File: src/rtl/systolic_feeder.sv
// Skew feeder: buffers one K x N operand tile, then streams it diagonally into the PE array edge.
// Optional ping-pong buffering under `SYSTOLIC_FEEDER_DOUBLE_BUF_EN`.

module systolic_feeder_lane #(
  parameter int K    = 4,
  parameter int W    = 32,
  parameter int CW   = 3,
  parameter int LANE = 0
) (
  input  logic [K-1:0][W-1:0] col,
  input  logic [CW-1:0]       step,
  output logic [W-1:0]        val
);
  // lane LANE carries element k at step k+LANE; every other step is +0.0 padding
  always_comb begin
    val = '0;
    for (int k = 0; k < K; k++)
      if (step == CW'(k + LANE)) val = col[k];
  end
endmodule

module systolic_feeder #(
  parameter int N = 4,
  parameter int K = 4,
  parameter int W = 32
) (
  input  logic           clk,
  input  logic           rst,
  input  logic           in_valid,
  output logic           in_ready,
  input  logic [N*W-1:0] in_data,
  input  logic           hold,
  output logic [N*W-1:0] out_a,
  output logic           out_valid,
  output logic           busy,
  output logic           done
);
`ifdef SYSTOLIC_FEEDER_DOUBLE_BUF_EN
  localparam bit DBUF = 1'b1;
`else
  localparam bit DBUF = 1'b0;
`endif
  localparam int NB = DBUF ? 2 : 1;
  localparam int CW = $clog2(K + N);
  localparam logic [CW-1:0] LAST_T = CW'(K + N - 1);

  localparam logic [1:0] S_IDLE   = 2'd0;
  localparam logic [1:0] S_FILL   = 2'd1;
  localparam logic [1:0] S_STREAM = 2'd2;

  typedef logic [K-1:0][N-1:0][W-1:0] tile_t;

  logic [1:0]    state;
  logic [CW-1:0] fill, t, emit_t;
  logic          cur, wbank, pend;
  tile_t [NB-1:0] mem, mem_nxt;
  tile_t         tile_sel;
  logic [N-1:0][W-1:0] step_val;

  logic rdy_int, acc, fill_last, stream_end, chain, launch, emit, emit_bank;

  always_comb begin
    rdy_int = 1'b0;
    unique case (state)
      S_IDLE, S_FILL: rdy_int = 1'b1;
      S_STREAM:       rdy_int = DBUF && !pend;
      default:        rdy_int = 1'b0;
    endcase
  end

  assign in_ready   = rst && rdy_int;
  assign acc        = in_valid && in_ready;
  assign fill_last  = acc && (fill == CW'(K - 1));
  assign stream_end = (state == S_STREAM) && !hold && (t == LAST_T);
  // a completed back bank (already pending or finishing now) starts with zero bubble
  assign chain      = stream_end && (pend || fill_last);
  assign launch     = ((state != S_STREAM) && fill_last) || chain;
  assign emit       = launch || ((state == S_STREAM) && !hold && (t != LAST_T));
  assign emit_bank  = launch ? wbank : cur;
  assign emit_t     = launch ? '0 : t;
  assign busy       = (state != S_IDLE);

  // write-through view so the launching edge can already drive step 0
  always_comb begin
    mem_nxt = mem;
    for (int b = 0; b < NB; b++)
      for (int k = 0; k < K; k++)
        if (acc && (wbank == 1'(b)) && (fill == CW'(k))) mem_nxt[b][k] = in_data;
  end

  always_comb begin
    tile_sel = mem_nxt[0];
    for (int b = 0; b < NB; b++)
      if (emit_bank == 1'(b)) tile_sel = mem_nxt[b];
  end

  for (genvar i = 0; i < N; i++) begin : g_lane
    logic [K-1:0][W-1:0] col;
    for (genvar k = 0; k < K; k++) begin : g_k
      assign col[k] = tile_sel[k][i];
    end
    systolic_feeder_lane #(.K(K), .W(W), .CW(CW), .LANE(i)) u_lane (
      .col  (col),
      .step (emit_t),
      .val  (step_val[i])
    );
  end

  always_ff @(posedge clk) mem <= mem_nxt;

  always_ff @(posedge clk) begin
    if (!rst) begin
      state     <= S_IDLE;
      fill      <= '0;
      t         <= '0;
      cur       <= 1'b0;
      wbank     <= 1'b0;
      pend      <= 1'b0;
      out_a     <= '0;
      out_valid <= 1'b0;
      done      <= 1'b0;
    end else begin
      done      <= stream_end;
      out_valid <= emit;
      if (emit)            out_a <= step_val;
      else if (stream_end) out_a <= '0;

      if (acc) fill <= fill_last ? '0 : fill + CW'(1);

      if (chain)                                  pend <= 1'b0;
      else if ((state == S_STREAM) && fill_last)  pend <= 1'b1;

      if (launch) begin
        cur <= wbank;
        if (DBUF) wbank <= ~wbank;
      end

      if (launch)                                       t <= CW'(1);
      else if ((state == S_STREAM) && !hold && !stream_end) t <= t + CW'(1);

      if (launch)                      state <= S_STREAM;
      else if (stream_end)             state <= ((fill != '0) || acc) ? S_FILL : S_IDLE;
      else if ((state == S_IDLE) && acc) state <= S_FILL;
    end
  end
endmodule

File: config.mk
export PLATFORM = sky130hd
export DESIGN_NAME = systolic_feeder
export DESIGN_NICKNAME = d
export VERILOG_FILES = /design/src/rtl/systolic_feeder.sv
export SDC_FILE = /design/constraint.sdc
export NUM_CORES = 1
export LEC_CHECK = 0
export CAP_MARGIN = 20
export CELL_PAD_IN_SITES_DETAIL_PLACEMENT = 0
export CELL_PAD_IN_SITES_GLOBAL_PLACEMENT = 2
export CORE_ASPECT_RATIO = 1.2
export CORE_MARGIN = 5
export CORE_UTILIZATION = 35
export CTS_BUF_LIST = sky130_fd_sc_hd__clkbuf_8
export DETAILED_ROUTE_END_ITERATION = 12
export GPL_TIMING_DRIVEN = 0
export PLACE_DENSITY_LB_ADDON = 0.1
export REMOVE_ABC_BUFFERS = 1
export SLEW_MARGIN = 10
export SYNTH_ARGS = -nofsm -noshare
export SYNTH_HDL_FRONTEND = slang
export SYNTH_SLANG_ARGS = --single-unit
File: constraint.sdc
create_clock -name clk -period 3.6 [get_ports clk]
set_input_delay 0.72 -clock clk [delete_from_list [all_inputs] [get_ports clk]]
set_output_delay 0.72 -clock clk [all_outputs]
set_load 0.005 [all_outputs]
==> run_results.csv, run 1 <==
group,metric,value,unit
floorplanning,pin_count,264,
power,seq_power_share,0.508,
status,status,"completed",
yosys,syn-mean-instance-area,9.766,sq um
setup_path,crit_path_cell_trace,"buf_6 > buf_16 > and4bb_4 > buf_16 > nand2_4 > buf_16 > buf_12 > mux2_4 > a32o_1 > o311a_1",
place,dpl.hpwl,51560,um
routing,postRouteAntennaNets,0,
setup_path,rrSetupSlack,0.13,ns
power,p_leak,13.10,nW
flow_run,cap_violations,0,
setup_path,r2r_cells,8,
global_route,antenna_found_initial,11,
global_route,globalRoute.totalOverflow,0,
setup_path,crit_buf_inv,5,
setup_path,rr_endpoint,"out_a[0]",
timing,finalSetupViolCount,0,
yosys,synth.most_common_cell,"dfxtp_1",
setup_path,start_kind,"primary input",
clock_network,ctsHoldBuffers,0,
clock_network,clkLatencyLatePin,0.72,ns
min_path,hold_class,"primary input to flip-flop",
global_route,use_met2,0.3494,
min_path,worstHoldStart,"rst",
global_route,top_usage_layer,"met2",
yosys,synth_area,0.02519,sq mm
setup_path,endpoint_kind,"flip-flop",
layout,synthToLayoutAreaGrowth,26.28,%
min_path,whs_path_depth,2,
timing,relSlewSlack,0.5021,
global_route,grt_max_degree,62,
yosys,async_flop_share,0,
routing,drt_iter0_markers,950,
global_route,use_met1,0.2602,
timing,hold_ws,0.4017,ns
timing,setup_slack,0.09576,ns
yosys,synth-edff-count,0,
power,p_int,13.51,mW
timing,fin_skew,0.03583,ns
yosys,yosys.area.top_type_share,0.5174,
global_route,grt_use_total,0.2057,
setup_path,required,4.17,ns
clock_network,cts_tree,"yes",
clock_network,cts_max_level,3,
yosys,netlist_top_cells_area,"dfxtp_1 52%, mux2_2 13%, nand2_1 8.7%",
floorplanning,die-width,254.9,um
place,placement.io_buffers,263,
setup_path,r2r_start,"state[1]",
layout,drive_above_1_share,0.2119,
clock_network,numCtsBuffers,109,
yosys,synth_warnings,0,
yosys,synthDistinctLibCells,52,
power,powerDensity,565.3,mW/mm^2
floorplanning,fp-row-count,107,
timing,finalCritPeriodShare,0.9734,
clock_network,clk_pin_slew_worst_paths,0.06,ns
setup_path,path_delay_family,"buffers and inverters",
setup_path,worstSetupStartpoint,"rst",
power,max-vdd-ir-drop,288.0,uV
routing,dr.pass1.iters,5,
clock_network,clock-root-buffer,"clkbuf_8",
power,clockPowerShare,0.356,
yosys,synthesis.instances,2579,
yosys,synthFlopType,"dfxtp_1",
yosys,synth_common_cells,"651 x dfxtp_1, 583 x nand2_1, 299 x mux2_2",
global_route,grt_pass1_wl,126100,um
timing,finalMaxSlewViolations,0,
setup_path,critPathSlowestCell,"and4bb_4",
place,placed_cells,3626,
setup_path,path_class,"primary input to flip-flop",
min_path,worstHoldEndpoint,"out_a[18]",
timing,hold_viol,0,
routing,finalWirelength,82410,um
clock_network,cts.path.max_buffers,3,
setup_path,cp.arrival,4.08,ns
place,preCtsSetupSlack,-1.217,ns
power,p_comb_frac,0.136,
routing,via_per_inst,5.336,
power,switchingPower,4.475,mW
clock_network,clock-sinks,651,
yosys,yosysTopAreaCell,"dfxtp_1",
global_route,grt_use_met3,0.04778,
power,swShare,0.2489,
timing,rsz0062_at_grt,"no",
routing,wl_per_cell,21.53,um
floorplanning,coreArea,0.07122,sq mm
timing,worstMarginPinSlew,0.7469,ns
floorplanning,die-area,0.07745,sq mm
timing,fin_crit,3.504,ns
layout,stdcell_count,3827,
floorplanning,die_h,303.9,um
layout,layout.nets,2959,
routing,drc,0,
global_route,grt_pass1_vias,21240,
setup_path,crit_top_cell,"buf_16",
setup_path,crit_path_max_incr_delay,0.50,ns
timing,max_freq,285.4,MHz
routing,dr_total_vias,20420,
setup_path,crit_fanout,49,
yosys,synth_seq_cells,651,
floorplanning,start_util,0.3536,
yosys,ys_seq_area_frac,0.5174,
place,routabilityCongestion,0.7160,
## worst max-delay path by stage
stage | slack (ns) | depth (start not counted) | endpoint
floorplan | -3.50 | 5 | out_a[100]
global placement | -17.86 | 6 | out_a[76]
detailed placement | -1.22 | 13 | out_a[114]
CTS | 0.005 | 10 | out_a[28]
global route | 0.005 | 8 | out_a[69]
finish | 0.1 | 10 | out_a[28]
## power groups by stage
| stage | combinational [mW] | clock (mW) | sequential [mW] |
|---|---|---|---|
| CTS | 2.45 | 6.63 | 9.15 |
| detailed placement | 2.44 | 0 | 9.30 |
| global placement | 2.32 | 0 | 9.23 |
| finish | 2.44 | 6.40 | 9.14 |
| global route | 2.73 | 6.95 | 9.28 |
| floorplan | 1.82 | 0 | 9.16 |
## stage by stage
step / setup TNS, ns / utilization / total power [mW] / cell area (sq um)
final: 0 / 0.4466 / 17.98 / 31810
after detailed placement: -120.18 / 0.4155 / 11.74 / 29590
after global placement: -6628.71 / 0.3938 / 11.55 / 28050
after CTS: 0 / 0.4463 / 18.23 / 31780
after global routing: 0 / 0.4466 / 18.96 / 31810
after floorplan: -905.27 / - / 10.98 / 24250
## cell type report
type,instances,area [sq um]
Antenna cell,4,10.01
Clock buffer,137,1886
Clock inverter,51,227.7
Fill cell,6854,39420
Inverter,7,26.28
Multi-Input combinational cell,1703,11380
Sequential cell,651,13030
Tap cell,926,1159
Timing Repair Buffer,348,4088
## state kept, by name, summed over array words and instances, names as in the netlist
register	cells
out_a	128
mem	512
out_valid	1
fill	3
t	3
done	1
pend	1
state	2
## worst register-to-register path, delay by kind of cell, from the launching register on
family | cells | cell delay [ns]
buf+inv | 3 | 0.92
simple gates | 2 | 0.85
flops | 1 | 0.65
compound gates | 2 | 0.56
mux | 1 | 0.37
## placed cells by master, fill, tap and decap left out, types with 24 or more instances in the layout
cell type and instances:
clkdlybuf4s50_1 261, mux2_2 299, a31o_2 32, a2111oi_0 26, inv_1 50, o221ai_1 32
o311a_1 32, nand3_1 128, nor2b_1 37, o21ai_0 159, a32o_1 64, dfxtp_1 651
o21ai_1 36, a21oi_1 134, a22o_1 32, clkbuf_8 137, nand2_1 581, buf_16 24
a221oi_1 32
## timing repair
action,4_1_cts,5_1_grt
hold endpoints to repair,0,0
resized for setup,3,6
endpoints found under the setup margin,96,9
buffers inserted,8,0
pin swaps,3,0
gates cloned,1,0
## routing by layer
| layer | part of all wire | up-vias |
|---|---|---|
| li1 | - | 9710 |
| met1 | 0.43 | 10070 |
| met2 | 0.49 | 498 |
| met3 | 0.056 | 131 |
| met4 | 0.021 | 12 |
| met5 | 0.0011 | - |
## kinds of logic after synthesis
logic type,count (synthesis),synth area share
compound gates,595,0.1636
xor+xnor,2,0.0006956
fa+ha+maj,7,0.003477
buf+inv,226,0.03805
flops,651,0.5174
mux,321,0.1466
simple gates,777,0.1301
No activity file was read; power rests on OpenSTA's default activity.
==> run 2: changes to the inputs <==
--- a/config.mk
+++ b/config.mk
@@ -13,6 +13,7 @@
 export CORE_UTILIZATION = 35
 export CTS_BUF_LIST = sky130_fd_sc_hd__clkbuf_8
 export DETAILED_ROUTE_END_ITERATION = 12
+export GPL_ROUTABILITY_DRIVEN = 0
 export GPL_TIMING_DRIVEN = 0
 export PLACE_DENSITY_LB_ADDON = 0.1
 export REMOVE_ABC_BUFFERS = 1
==> results of run 2 <==
No change in the layout: final DEF, timing and power equal those of run 1.
